$ cat src/rtl/lookahead_pkg.sv
// Shared constants and helpers for the pipelined lookahead add/subtract unit.
//   GROUP_W    : bits handled per lookahead group (and per pipeline stage)
//   OP_ADD/SUB : encoding of the op input
//   num_groups : number of groups, which is also the latency in cycles
package lookahead_pkg;

  localparam int unsigned GROUP_W = 4;

  localparam logic OP_ADD = 1'b0;
  localparam logic OP_SUB = 1'b1;

  function automatic int unsigned num_groups(input int unsigned width);
    return width / GROUP_W;
  endfunction

endpackage

$ cat src/rtl/lookahead_group4.sv
// Combinational 4-bit carry/borrow-lookahead group.
//   op    : OP_ADD -> x4 + y4 + cin, OP_SUB -> x4 - y4 - cin
//   x4/y4 : operand nibbles
//   cin   : carry-in (add) or borrow-in (sub)
//   s4    : result nibble
//   cout  : carry/borrow out of bit 3
//   c_msb : carry/borrow into bit 3 (used for signed overflow)
module lookahead_group4
  import lookahead_pkg::*;
(
  input  logic               op,
  input  logic [GROUP_W-1:0] x4,
  input  logic [GROUP_W-1:0] y4,
  input  logic               cin,
  output logic [GROUP_W-1:0] s4,
  output logic               cout,
  output logic               c_msb
);

  logic [GROUP_W-1:0] p;
  logic [GROUP_W-1:0] g;
  logic [GROUP_W:0]   c;

  // Borrow generate/propagate for subtract, carry generate/propagate for add.
  always_comb begin
    p = x4 ^ y4;
    g = x4 & y4;
    case (op)
      OP_ADD: ;
      OP_SUB: begin
        p = ~(x4 ^ y4);
        g = ~x4 & y4;
      end
      default: ;
    endcase
  end

  // Fully expanded lookahead: every chain bit is two levels from g/p/cin.
  always_comb begin
    c[0] = cin;
    c[1] = g[0] | (p[0] & cin);
    c[2] = g[1] | (p[1] & g[0]) | (p[1] & p[0] & cin);
    c[3] = g[2] | (p[2] & g[1]) | (p[2] & p[1] & g[0]) | (p[2] & p[1] & p[0] & cin);
    c[4] = g[3] | (p[3] & g[2]) | (p[3] & p[2] & g[1]) | (p[3] & p[2] & p[1] & g[0])
         | (p[3] & p[2] & p[1] & p[0] & cin);
  end

  // x ^ y ^ chain gives the sum for add and the difference for subtract.
  assign s4    = x4 ^ y4 ^ c[GROUP_W-1:0];
  assign cout  = c[GROUP_W];
  assign c_msb = c[GROUP_W-1];

endmodule

$ cat src/rtl/lookahead_addsub_pipe.sv
// Pipelined add/subtract unit, one 4-bit lookahead group per stage, with the
// carry/borrow passed between stages through registers. Latency = WIDTH/4.
//   clk, rst_n           : clock, async active-low reset
//   in_valid / in_ready  : operand handshake (in_ready is combinational)
//   op, x, y, cbin       : operation, operands, carry/borrow in
//   out_valid / out_ready: result handshake
//   d, cbout, ovf, zero  : registered result and flags
module lookahead_addsub_pipe
  import lookahead_pkg::*;
#(
  parameter int unsigned WIDTH = 16
) (
  input  logic             clk,
  input  logic             rst_n,
  input  logic             in_valid,
  output logic             in_ready,
  input  logic             op,
  input  logic [WIDTH-1:0] x,
  input  logic [WIDTH-1:0] y,
  input  logic             cbin,
  output logic             out_valid,
  input  logic             out_ready,
  output logic [WIDTH-1:0] d,
  output logic             cbout,
  output logic             ovf,
  output logic             zero
);

  localparam int unsigned NG = num_groups(WIDTH);

  if ((WIDTH % GROUP_W) != 0 || WIDTH < GROUP_W) begin : g_width_check
    $fatal(1, "lookahead_addsub_pipe: WIDTH must be a multiple of 4 and at least 4");
  end

  // Stage k holds a transaction whose groups 0..k-1 are already resolved.
  logic [NG-1:0]      v_q;
  logic [NG-1:0]      op_q;
  logic [NG-1:0]      c_q;
  logic [WIDTH-1:0]   x_q   [NG];
  logic [WIDTH-1:0]   y_q   [NG];
  logic [WIDTH-1:0]   r_q   [NG];
  logic [WIDTH-1:0]   r_c   [NG];
  logic [GROUP_W-1:0] s4_c  [NG];
  logic [NG-1:0]      cout_c;
  logic [NG-1:0]      cmsb_c;
  logic               unused_cmsb_c;
  logic               en_c;

  logic               out_valid_q;
  logic [WIDTH-1:0]   d_q;
  logic               cbout_q;
  logic               ovf_q;
  logic               zero_q;

  // The whole pipe, bubbles included, advances only when the output slot frees.
  assign en_c     = !out_valid_q || out_ready;
  assign in_ready = en_c;

  for (genvar k = 0; k < NG; k++) begin : g_grp
    lookahead_group4 u_grp (
      .op    (op_q[k]),
      .x4    (x_q[k][GROUP_W*k +: GROUP_W]),
      .y4    (y_q[k][GROUP_W*k +: GROUP_W]),
      .cin   (c_q[k]),
      .s4    (s4_c[k]),
      .cout  (cout_c[k]),
      .c_msb (cmsb_c[k])
    );
  end

  // Only the last group's carry-into-MSB feeds the overflow flag.
  assign unused_cmsb_c = ^cmsb_c;

  // Merge each stage's freshly computed nibble into the travelling result.
  always_comb begin
    for (int k = 0; k < NG; k++) begin
      r_c[k] = r_q[k];
      r_c[k][GROUP_W*k +: GROUP_W] = s4_c[k];
    end
  end

  // Stage registers, valid chain and output register.
  always_ff @(posedge clk or negedge rst_n) begin
    if (!rst_n) begin
      v_q  <= '0;
      op_q <= '0;
      c_q  <= '0;
      for (int k = 0; k < NG; k++) begin
        x_q[k] <= '0;
        y_q[k] <= '0;
        r_q[k] <= '0;
      end
      out_valid_q <= 1'b0;
      d_q         <= '0;
      cbout_q     <= 1'b0;
      ovf_q       <= 1'b0;
      zero_q      <= 1'b0;
    end else if (en_c) begin
      v_q[0]  <= in_valid;
      op_q[0] <= op;
      c_q[0]  <= cbin;
      x_q[0]  <= x;
      y_q[0]  <= y;
      r_q[0]  <= '0;
      for (int k = 1; k < NG; k++) begin
        v_q[k]  <= v_q[k-1];
        op_q[k] <= op_q[k-1];
        c_q[k]  <= cout_c[k-1];
        x_q[k]  <= x_q[k-1];
        y_q[k]  <= y_q[k-1];
        r_q[k]  <= r_c[k-1];
      end
      out_valid_q <= v_q[NG-1];
      d_q         <= r_c[NG-1];
      cbout_q     <= cout_c[NG-1];
      ovf_q       <= cmsb_c[NG-1] ^ cout_c[NG-1];
      zero_q      <= ~|r_c[NG-1];
    end
  end

  assign out_valid = out_valid_q;
  assign d         = d_q;
  assign cbout     = cbout_q;
  assign ovf       = ovf_q;
  assign zero      = zero_q;

endmodule
$ cat config.mk
export PLATFORM = sky130hd
export DESIGN_NAME = lookahead_addsub_pipe
export DESIGN_NICKNAME = d
export VERILOG_FILES = /design/src/rtl/lookahead_pkg.sv /design/src/rtl/lookahead_group4.sv /design/src/rtl/lookahead_addsub_pipe.sv
export SDC_FILE = /design/constraint.sdc
export NUM_CORES = 1
export LEC_CHECK = 0
export BUFFER_PORTS_ARGS = -buffer_cell sky130_fd_sc_hd__buf_2
export CORE_UTILIZATION = 59
export CTS_CLUSTER_SIZE = 24
export DETAILED_ROUTE_END_ITERATION = 8
export MAX_ROUTING_LAYER = met4
export PLACE_DENSITY = 0.87
export SKIP_LAST_GASP = 1
export SLEW_MARGIN = 5
export SYNTH_ARGS = -nofsm -noshare
export SYNTH_HDL_FRONTEND = slang
export SYNTH_SLANG_ARGS = --single-unit
$ cat constraint.sdc
create_clock -name clk -period 2.2 [get_ports clk]
set_input_delay 0.44 -clock clk [delete_from_list [all_inputs] [get_ports clk]]
set_output_delay 0.44 -clock clk [all_outputs]
set_load 0.05 [all_outputs]
==> Yosys cells after proc, flatten, opt, wreduce, memory -nomap -nowiden <==
Cells that the tools add are included.
{ "op_classes": {"mul": 0, "mux": 8, "div_mod_pow": 0, "n_reduce_logical": 4, "add_sub_neg": 0, "shifts": 0, "n_bitwise": 129, "n_lt_le_gt_ge": 0, "n_eq_ne": 0} }
{ "op_table": {"columns": ["op", "count"], "rows": [
  ["AND 1 bit", 64],
  ["OR 1 bit", 40],
  ["AND 4 bit", 8],
  ["two-way mux 4 bit", 8],
  ["NOT 4 bit", 8],
  ["XOR 4 bit", 8],
  ["OR reduction 16 bit", 1],
  ["logical NOT 1 bit", 2],
  ["logical OR 1 bit", 1],
  ["XOR 1 bit", 1]
]} }
{ "word_totals": {"romBits": 0, "output_inout_bits": 21, "mem_count": 0, "in_bits": 38, "ff_bits": 184, "latch_bits": 0, "ram_bits": 0, "wordCells": 160} }

==> Longest topological paths before layout <==
{ "depth": {"ltp_word": 10, "depth_mapped": 7, "ltp_nobuf": 6} }

==> By module <==
Synthesis repeated with hierarchy kept, for this count alone.
{ "unflattened": {"cells_unflattened": 416, "hier_area_um2": 6495.0} }
{ "modules_own_cells": {"columns": ["mod", "area_each_um2", "cells_each", "seq_area_each_um2", "n_inst"], "rows": [
  ["lookahead_addsub_pipe", 5529.1, 296, 3403.3, 1],
  ["lookahead_group4", 241.5, 30, 0.0, 4]
]} }

==> Worst setup path after synthesis <==
OpenSTA, ideal clock, no wires.
{ "synth_timing": {"path_type": "flip-flop to output port", "start": "reg out_valid_q, in the netlist out_valid", "end": "out in_ready", "t_arrival_ns": 1.645, "n_path_buf": 2, "slack_ns": 0.115, "path_stages_with_launch": 5, "required_time_ns": 1.760, "path_cell_list": "dfrtp_1 -> nor2b_1 -> clkbuf_1 -> inv_1 -> clkbuf_1"} }
{ "synth_via": {"elab_chain_len": 2} }
{ "synth_lines": {"columns": ["element", "line", "text"], "rows": [
  ["start: declaration", "lookahead_addsub_pipe.sv:49", "logic out_valid_q;"],
  ["start signal: assignment", "lookahead_addsub_pipe.sv:113", "out_valid_q <= v_q[NG-1];"],
  ["logical NOT 1 bit", "lookahead_addsub_pipe.sv:56", "assign en_c = !out_valid_q || out_ready;"],
  ["logical OR 1 bit", "lookahead_addsub_pipe.sv:56", null],
  ["end: declaration", "lookahead_addsub_pipe.sv:16", "output logic in_ready,"]
]} }
Every way passes these cells.

==> Worst setup path in the final report <==
{ "layout_timing": {"start": "reg x_q[13] in the netlist's numbering", "end": "reg ovf_q, in the netlist ovf"} }
{ "layout_via": {"elab_chain_len": 8, "word_cells_on_any_way": 24, "classes_between": "2 x mux; 22 x bitwise"} }
{ "layout_lines": {"columns": ["element", "line", "text"], "rows": [
  ["start: declaration", "lookahead_addsub_pipe.sv:39", "logic [WIDTH-1:0] x_q [NG];"],
  ["start signal: indexed assignment", "lookahead_addsub_pipe.sv:109", "x_q[k] <= x_q[k-1];"],
  ["NOT 4 bit or XOR 4 bit (tied branches)", "lookahead_group4.sv:32, lookahead_group4.sv:26, lookahead_group4.sv:31", null],
  ["AND 4 bit or NOT 4 bit (tied branches)", "lookahead_group4.sv:32, lookahead_group4.sv:31", null],
  ["two-way mux 4 bit", "lookahead_group4.sv:28", "case (op)"],
  ["AND 1 bit (on tied branches)", "lookahead_group4.sv:43, lookahead_group4.sv:44, lookahead_group4.sv:45", null],
  ["OR 1 bit (tied with other cells) (2 in series)", "lookahead_group4.sv:43", "c[3] = g[2] | (p[2] & g[1]) | (p[2] & p[1] & g[0]) | (p[2] & p[1] & p[0] & cin);"],
  ["OR 1 bit (on tied branches)", "lookahead_group4.sv:43, lookahead_group4.sv:45", null],
  ["XOR 1 bit *", "lookahead_addsub_pipe.sv:116", "ovf_q <= cmsb_c[NG-1] ^ cout_c[NG-1];"],
  ["end signal: assignment", "lookahead_addsub_pipe.sv:116", null],
  ["end: declaration", "lookahead_addsub_pipe.sv:52", "logic ovf_q;"]
]} }
Mark *: on every way between the ends. The rest lies on a longest branch, timed or not.
A chain may end at the register's enable or synchronous reset.

==> impl_metrics.py <==
metrics = {
    "logic_synthesis": {
        "synth_top_area_cell": "dfrtp_1",
        "ys_ff_latch": 136,
        "synth_area_leaders": "dfrtp_1 57%, nand2_1 23%, xnor2_1 3.5%, xor2_1 3.1%, o21ai_0 2.0%",
        "ys_seq_area_share_pct": 57.41,
        "yosys_warnings": 0,
        "synth.net_count": 719,
        "synth_flop_cell": "dfrtp_1",
        "syn_avg_cell_area_um2": 8.705,
        "netlist_area_um2": 5928,
        "ys_async_sr_fraction_pct": 100.0,
        "synth_top_area_share_pct": 57.41,
        "synthCells": 681,
        "synth_cell_types": 37,
        "synth_edf_count": 0,
    },
    "cts": {
        "clockBufferDepth": 2,
        "cts_sinks": 136,
        "cts_made_buffers": 17,
        "cts_tree": "done",
        "cts-root-buf": "clkbuf_8",
        "clk_pin_slew_worst_paths_ns": 0.06,
        "htreeDepth": 4,
        "worst_skew_pair.late_latency_ns": 0.51,
    },
    "power": {
        "power_w": 0.01176,
        "p_switching_w": 0.004583,
        "ir_worst_vdd_uv": 672.9,
        "p_leak_nw": 3.604,
        "p_sw_share_pct": 38.97,
        "seqPwrFrac_pct": 38.4,
        "p_int_w": 0.007178,
        "power_frac_clock_pct": 25.1,
        "cellPowerDensity_nw_per_um2": 1684,
        "p_comb_share_pct": 36.6,
    },
    "finish": {
        "nFillCells": 699,
        "areaGrowthSynthToFinish_pct": 17.81,
        "layout_common_cells": "359 x nand2_1, 136 x dfrtp_1, 57 x buf_2",
        "drive_gt1_share_pct": 14.02,
        "antenna_cells": 0,
        "layout_commonest_cell": "nand2_1",
        "nets": 768,
        "stdcell_count": 875,
        "fin_util_pct": 71.45,
    },
    "timing": {
        "fin_ws_ns": 0.1127,
        "hold_viol": 0,
        "skew_ns": 0.003840,
        "maxSlewViolCount": 0,
        "tns_ns": 0,
        "grt_setup_unrepaired": "false",
        "maxClockFrequency_ghz": 0.4791,
        "fin_crit_ns": 2.087,
        "post-route-period-util_pct": 94.88,
        "setup_viol": 0,
        "tightest_slew_ns": 0.4049,
        "relSlewSlack_pct": 72.92,
    },
    "setup_path": {
        "required_ns": 2.60,
        "cpPeakStageDelay_ns": 0.45,
        "arrival_ns": 2.49,
        "crit_chain": "nand2b_1 -> a31o_1 -> a211oi_4 -> maj3_1 -> nor2_1 -> a221o_1",
        "r2r_setup_slack_ns": 0.11,
        "end_kind": "flop",
        "crit_family": "compound AO/OA/AOI/OAI gates",
        "criticalPathCategory": "reg -> reg",
        "cp_max_fo": 9,
        "start_kind": "flop",
        "slowest_stage": "dfrtp_1",
        "crit_buf_inv": 0,
    },
    "global_routing": {
        "antenna_found_initial": 0,
        "grt_pass1_vias": 4325,
        "grt_max_degree": 86,
        "grtUsageTotal_pct": 25.25,
        "grt_overflow": 0,
        "grt_pass1_wl_um": 19500,
    },
    "die": {
        "coreArea_um2": 9774,
        "dieArea_um2": 10450,
        "die_width_um": 102.2,
        "io_pins": 59,
        "placementRows": 36,
        "start_util_pct": 60.65,
        "fp.dieH_um": 102.2,
    },
    "route": {
        "wl_per_cell_um": 13.02,
        "drt-initial-drc-count": 250,
        "vias": 4555,
        "final_antenna_net_count": 0,
        "wirelength_um": 11390,
        "drc": 0,
        "drt_first_pass_iters": 5,
        "avgViaCountPerCell": 5.206,
    },
    "place": {
        "placedCellCount": 843,
        "gp_congestion": 0.8355,
        "dp_hpwl_um": 7199,
        "portBuffers": 58,
        "place_worst_setup_slack_ns": 0.1421,
    },
    "run": {
        "cap_violations": 0,
    },
    "worst_hold_path": {
        "hp-class": "in -> reg",
    },
    "outcome": {
        "status": "completed",
    },
}
[Yosys cell counts, types with 3 or more instances]
master / n
nand2_1: 359
dfrtp_1: 136
clkbuf_1: 31
o21ai_0: 24
xnor2_1: 24
xor2_1: 21
nor2_1: 12
a21oi_1: 8
nand2b_1: 8
maj3_1: 7
inv_1: 5
nor2b_1: 5
a31oi_1: 3
buf_2: 3
nand3_1: 3
nor3_1: 3
o21ai_1: 3
o22a_1: 3
[final timing paths]
| check | start | end | cells after the start |
|---|---|---|---|
| max in group asynchronous | rst_n | x_q[37] | 3 |
| worst max register to register | x_q[13] | ovf | 6 |
| worst min register to register | x_q[52] | x_q[52] | 2 |
| worst min-delay path | y[8] | y_q[56] | 3 |
| worst max-delay path | x_q[13] | ovf | 6 |
| min in group asynchronous | rst_n | y_q[63] | 2 |
[power groups by stage]
| stage | clock network (W) | logic (W) | registers (W) |
|---|---|---|---|
| after floorplan | 0 | 0.00297 | 0.00479 |
| after global placement | 0 | 0.00405 | 0.00442 |
| after detailed placement | 0 | 0.00425 | 0.00450 |
| after CTS | 0.00299 | 0.00433 | 0.00449 |
| after global routing | 0.00311 | 0.00483 | 0.00464 |
| final | 0.00295 | 0.00430 | 0.00451 |
[worst register-to-register path: stages (launching register included)]
cell,delay [ns]
dfrtp_1,0.45
nand2b_1,0.18
a31o_1,0.26
a211oi_4,0.43
maj3_1,0.33
nor2_1,0.07
a221o_1,0.25
[metal layers]
metal  routed length (µm)  part of all wire [%]  up-vias  global-route usage, %
met5                    0                     0        -                      -
met4                  225                   2.0        0                  10.11
met3                  479                   4.2       26                  6.293
met2                 5852                    51      119                  41.35
met1                 4835                    42     2187                  30.00
li1                     -                     -     2223                      -
[cell type report]
| cell class | instances | area [µm²] | area share, % |
|---|---|---|---|
| multi-input combinational | 503 | 2367 | 33.89 |
| clock inverter | 13 | 203.9 | 2.920 |
| inverter | 5 | 21.27 | 0.3046 |
| timing repair buffer | 67 | 404.1 | 5.786 |
| sequential | 136 | 3403 | 48.73 |
| clock buffer | 18 | 417.9 | 5.984 |
| tap | 133 | 166.4 | 2.383 |
[kinds of logic (layout without fill, tap and decap cells)]
kind of cell	after synthesis	after routing	share of synthesized area (%)
AND/OR/NAND/NOR	400	400	26.51
adder cells (fa/ha/maj)	7	7	1.182
XOR/XNOR	45	45	6.648
flip-flops	136	136	57.41
AO/OA/AOI/OAI	51	51	5.467
buffers and inverters	42	103	2.786
[state kept, by name, indices dropped and copies added, names as in the netlist]
signal / count
c_q: 4
y_q: 40
d: 16
out_valid: 1
r_c: 24
v_q: 4
x_q: 40
ovf: 1
cbout: 1
zero: 1
op_q: 4
[what timing repair did]
| action | 4_1_cts | 5_1_grt |
|---|---|---|
| endpoints found under the hold margin | 36 | 0 |
| resized for setup | 0 | 0 |
| hold buffers | 1 | 0 |
| buffers inserted | 0 | 0 |
| endpoints found under the setup margin | 0 | 0 |
[per-stage QoR]
stage	hold slack (ns)	area, µm²
after floorplan	0.1444	5928
after global placement	0.3615	6352
after detailed placement	0.3664	6352
after CTS	0.1019	6984
after global routing	0.1018	6984
final	0.1163	6984
No activity file was read; power rests on OpenSTA's default activity.
